==> config.mk <==
export PLATFORM = sky130hd
export DESIGN_NAME = im_fetch_ctrl
export DESIGN_NICKNAME = d
export VERILOG_FILES = /design/src/rtl/im_fetch_ctrl.sv
export SDC_FILE = /design/constraint.sdc
export NUM_CORES = 1
export LEC_CHECK = 0
export ABC_CLOCK_PERIOD_IN_PS = 1750
export BUFFER_PORTS_ARGS = -buffer_cell sky130_fd_sc_hd__buf_4
export CORE_ASPECT_RATIO = 0.9
export CORE_MARGIN = 3
export CORE_UTILIZATION = 45
export DETAILED_ROUTE_END_ITERATION = 7
export PLACE_DENSITY = 0.81
export SLEW_MARGIN = 30
export SYNTH_ARGS = -nofsm -noshare
export SYNTH_HDL_FRONTEND = slang
export SYNTH_SLANG_ARGS = --single-unit
==> constraint.sdc <==
create_clock -name clk -period 1.75 [get_ports clk]
set_input_delay 0.4375 -clock clk [delete_from_list [all_inputs] [get_ports clk]]
set_output_delay 0.4375 -clock clk [all_outputs]
set_load 0.05 [all_outputs]
==> src/rtl/im_fetch_ctrl.sv <==
// Fetch sequencer: owns the PC, drives the IM address and fills the F/D register.
// Redirect priority is exception > eret > stall > branch > sequential.
module im_fetch_ctrl #(
   parameter logic [31:0] RESET_PC   = 32'h0000_3000,
   parameter logic [31:0] HANDLER_PC = 32'h0000_4180,
   parameter logic [31:0] IM_BASE    = 32'h0000_3000,
   parameter logic [31:0] IM_LAST    = 32'h0000_6FFC,
   parameter logic [4:0]  EXC_ADEL   = 5'd4
) (
   input  logic        clk,
   input  logic        reset,
   input  logic        stall,
   input  logic        br_valid,
   input  logic [31:0] br_target,
   input  logic        exc_req,
   input  logic        eret_req,
   input  logic [31:0] epc,
   output logic [31:0] im_addr,
   input  logic [31:0] im_rdata,
   output logic [31:0] instr_d,
   output logic [31:0] pc_d,
   output logic        exc_d,
   output logic [4:0]  exc_code_d,
   output logic        valid_d,
   output logic [31:0] fetch_cnt
);

   typedef enum logic [1:0] {RUN = 2'd0, HOLD = 2'd1, FLUSH = 2'd2} fst_t;

   fst_t        fst_q, fst_d;
   logic [31:0] pc_q, pc_nxt_d;
   logic [31:0] fd_instr_q, fd_instr_d;
   logic [31:0] fd_pc_q, fd_pc_d;
   logic        fd_exc_q, fd_exc_d;
   logic [4:0]  fd_code_q, fd_code_d;
   logic        fd_valid_q, fd_valid_d;
   logic [31:0] cnt_q, cnt_d;
   logic        illegal;
   logic        redirect;
   logic [31:0] redirect_pc;

   assign illegal     = (pc_q[1:0] != 2'b00) || (pc_q < IM_BASE) || (pc_q > IM_LAST);
   assign redirect    = exc_req || eret_req;
   assign redirect_pc = exc_req ? HANDLER_PC : epc;

   // State machine: every state reacts identically to the same input priority.
   always_comb begin
      fst_d = fst_q;
      case (fst_q)
         RUN, HOLD, FLUSH: begin
            if (redirect)   fst_d = FLUSH;
            else if (stall) fst_d = HOLD;
            else            fst_d = RUN;
         end
         default: fst_d = RUN;
      endcase
   end

   always_comb begin
      pc_nxt_d   = pc_q;
      fd_instr_d = fd_instr_q;
      fd_pc_d    = fd_pc_q;
      fd_exc_d   = fd_exc_q;
      fd_code_d  = fd_code_q;
      fd_valid_d = fd_valid_q;
      cnt_d      = cnt_q;
      if (redirect) begin
         // Bubble carries the new target so CP0 always sees a meaningful pc.
         pc_nxt_d   = redirect_pc;
         fd_instr_d = 32'd0;
         fd_pc_d    = redirect_pc;
         fd_exc_d   = 1'b0;
         fd_code_d  = 5'd0;
         fd_valid_d = 1'b0;
      end else if (!stall) begin
         pc_nxt_d   = br_valid ? br_target : pc_q + 32'd4;
         fd_instr_d = illegal ? 32'd0 : im_rdata;
         fd_pc_d    = pc_q;
         fd_exc_d   = illegal;
         fd_code_d  = illegal ? EXC_ADEL : 5'd0;
         fd_valid_d = 1'b1;
         cnt_d      = cnt_q + 32'd1;
      end
   end

   always_ff @(posedge clk) begin
      if (reset) begin
         fst_q      <= RUN;
         pc_q       <= RESET_PC;
         fd_instr_q <= 32'd0;
         fd_pc_q    <= 32'd0;
         fd_exc_q   <= 1'b0;
         fd_code_q  <= 5'd0;
         fd_valid_q <= 1'b0;
         cnt_q      <= 32'd0;
      end else begin
         fst_q      <= fst_d;
         pc_q       <= pc_nxt_d;
         fd_instr_q <= fd_instr_d;
         fd_pc_q    <= fd_pc_d;
         fd_exc_q   <= fd_exc_d;
         fd_code_q  <= fd_code_d;
         fd_valid_q <= fd_valid_d;
         cnt_q      <= cnt_d;
      end
   end

   assign im_addr    = pc_q;
   assign instr_d    = fd_instr_q;
   assign pc_d       = fd_pc_q;
   assign exc_d      = fd_exc_q;
   assign exc_code_d = fd_code_q;
   assign valid_d    = fd_valid_q;
   assign fetch_cnt  = cnt_q;

endmodule
==> metrics.yaml <==
status: "finished, final reports clean"
switchingPower_mw: 2.22
ys_types: 61
fin_setup_tns_ps: 0
post-place-ws_ps: -220
placed_cells: 1244
holdPathEnd: "instr_d[5]$_SDFFE_PP0N_"
fin_crit_sh: 0.979
syn_inst: 768
power.leakage_nw: 4.36
final-setup-viol-count: 0
max_clock_freq_mhz: 584
synth_top_area_share: 0.412
internal-power_mw: 5.64
min_path_type: "input port to flip-flop"
crit_fanout: 5
via_per_inst: 5.60
syn_to_final_growth_pct: 57.2
synth_edf_count: 0
antenna_found_initial: 0
fp.coreArea_um2: 13600
synth-seq-cells: 130
reg2reg_setup_slack_ps: 40
synth.area.top_cells: "dfxtp_1, nor2_1, mux2i_1"
grt_max_degree: 48
synth_flop_cell: "dfxtp_1"
clock_path_buffers: 2
crit_chain: "and4_4 > and4_4 > nand4_4 > or4_4 > a21oi_2"
power_density_nw_per_um2: 791
fin_crit_ps: 1710
portBuffers: 232
holdPathStages: 3
crit_slowest_cell: "or4_4"
fin_worst_skew_ps: 11.7
worstSetupPathType: "flip-flop to flip-flop"
holdCritStartpoint: "im_rdata[5]"
gp_congestion: 0.955
whs_ps: 236
cts_made_buffers: 17
maxSlewViolCount: 0
drc_errors: 0
cts_tree: "built"
async_flop_share: 0
wl_per_cell_um: 18.0
insertion_delay_ps: 430
peakVddDrop_uv: 735
ios: 237
crit_top_cell: "and4_4"
combPwrFrac: 0.175
rsz0062_at_grt: "yes"
p_seq_frac: 0.395
grt_pass1_wl_mm: 35.6
n_antenna_cell: 0
dpl-instance-area_um2: 9100
die_x_um: 131
grt_pass1_vias: 7021
fp-row-count: 40
netlist_area_um2: 6320
power.share.switching: 0.282
die-area_um2: 15500
yosys_warnings: 0
layout_setup_ws_ps: 36.4
r2r_start: "fetch_cnt[17]$_SDFFE_PP0P_"
final_antenna_net_count: 0
hold_violations: 0
clk_root_buffer_cell: "clkbuf_16"
firstDrtPassIters: 7
max_cap_viol_count: 0
layout-drive-gt1-share: 0.435
synth_common_cells: "dfxtp_1, nor2_1, a21oi_1, nand2_1, mux2i_1"
synth.most_common_cell: "dfxtp_1"
avgSynthCellArea_um2: 8.23
die_h_um: 118
hpwl_mm: 17.1
worstSetupEndpointType: "flip-flop"
r2r_end: "fetch_cnt[31]$_SDFFE_PP0P_"
hold_buffers: 0
worst_setup_path_start_kind: "flip-flop"
track_usage: 0.289
instances_no_fill: 1286
worstRegToRegCells: 5
postRouteWirelength_mm: 23.1
cp.required_ps: 2110
final_area_um2: 9930
start_util: 0.466
synth-seq-area-share: 0.412
critical_path.max_stage_delay_ps: 530
yosys.area.top_type: "dfxtp_1"
cp_data_arrival_time_ps: 2070
drt_iter0_drc: 575
htreeDepth: 4
cts_sinks: 130
vias: 7203
grt_overflow: 0
layout.nets: 1188
clk_pin_slew_ps: 60
p_clk_frac: 0.430
## per-stage QoR
step | power (mW) | utilization
final | 7.85 | 0.732
after global routing | 8.13 | 0.732
after CTS | 7.86 | 0.714
after detailed placement | 4.49 | 0.671
after global placement | 4.48 | 0.671
after floorplan | 3.90 | -
## layer usage
| layer | global-route usage | routed length (um) |
|---|---|---|
| met4 | 0.129 | 901 |
| met3 | 0.0926 | 2390 |
| met2 | 0.464 | 10900 |
| met5 | 0 | 0 |
| met1 | 0.350 | 8930 |
## cell families after synthesis
logic type | Yosys count | synth area share
flops | 130 | 0.412
simple gates | 288 | 0.222
buf+inv | 80 | 0.0549
mux | 41 | 0.0656
compound gates | 188 | 0.188
xor+xnor | 38 | 0.0527
other cells | 1 | 0.000594
fa+ha+maj | 2 | 0.00396
## cells in the final DEF (no fill, tap or decap), drive strengths merged, types with 3 or more instances in the layout
cell / netlist / layout
a2111oi: 3 / 3
a211oi: 21 / 21
a21oi: 58 / 58
a22oi: 33 / 33
a311oi: 3 / 3
a31oi: 3 / 3
and2: 3 / 3
and3: 6 / 6
and4: 7 / 7
buf: 25 / 355
clkbuf: 36 / 22
clkinv: 1 / 9
conb: 1 / 4
dfxtp: 130 / 130
inv: 18 / 18
mux2: 3 / 3
mux2i: 38 / 38
nand2: 45 / 45
nand2b: 4 / 4
nand3: 28 / 28
nand4: 19 / 19
nor2: 119 / 119
nor2b: 4 / 4
nor3: 25 / 25
nor4: 13 / 13
o211ai: 3 / 3
o21a: 3 / 3
o21ai: 38 / 38
o22ai: 8 / 8
o31ai: 4 / 4
or2: 3 / 3
or3: 7 / 7
xnor2: 17 / 17
xor2: 21 / 21
## power by group through the flow
stage                     Combinational [mW]  Clock, mW  Sequential [mW]
after detailed placement                1.34          0             3.16
final                                   1.37       3.38             3.10
after CTS                               1.35       3.42             3.09
after global placement                  1.32          0             3.15
after global routing                    1.46       3.56             3.11
after floorplan                        0.459          0             3.44
## worst max-delay path by stage
stage / start / slack [ps] / cells after the start / endpoint
final: fetch_cnt[17]$_SDFFE_PP0P_ / 40 / 5 / fetch_cnt[31]$_SDFFE_PP0P_
after global routing: im_addr[6]$_SDFFE_PP0P_ / -20 / 7 / im_addr[20]$_SDFFE_PP0P_
after CTS: im_addr[3]$_SDFFE_PP0P_ / -70 / 7 / im_addr[20]$_SDFFE_PP0P_
after detailed placement: eret_req / -220 / 8 / im_addr[10]$_SDFFE_PP0P_
after global placement: eret_req / -180 / 8 / im_addr[10]$_SDFFE_PP0P_
after floorplan: im_addr[5]$_SDFFE_PP0P_ / -80 / 6 / im_addr[21]$_SDFFE_PP0P_
## flip-flops by register name, indices dropped and copies added, names as in the netlist
| name | flops |
|---|---|
| valid_d | 1 |
| im_addr | 32 |
| pc_d | 32 |
| instr_d | 32 |
| exc_code_d | 1 |
| fetch_cnt | 32 |
## what timing repair did
action                                  CTS  global route
gates resized for setup                   2            37
pin swaps                                 0            10
buffers inserted                          2             8
endpoints found under the setup margin    8            57
gates cloned                              0             0
## area by class of cell
| cell class | count | area [um2] |
|---|---|---|
| multi-input cells | 561 | 3580 |
| repair buffers | 355 | 2760 |
| well taps | 189 | 236 |
| clock inverters | 10 | 82.6 |
| fillers | 994 | 3630 |
| clock buffers | 22 | 475 |
| flip-flops and latches | 130 | 2720 |
| inverters | 19 | 71.3 |
## worst max-delay path: cells and delay by family, from the launching register on
family          cells  cell delay (ps)
simple gates        4             1150
compound gates      1              130
flops               1              370
No activity file was read; power rests on OpenSTA's default activity.
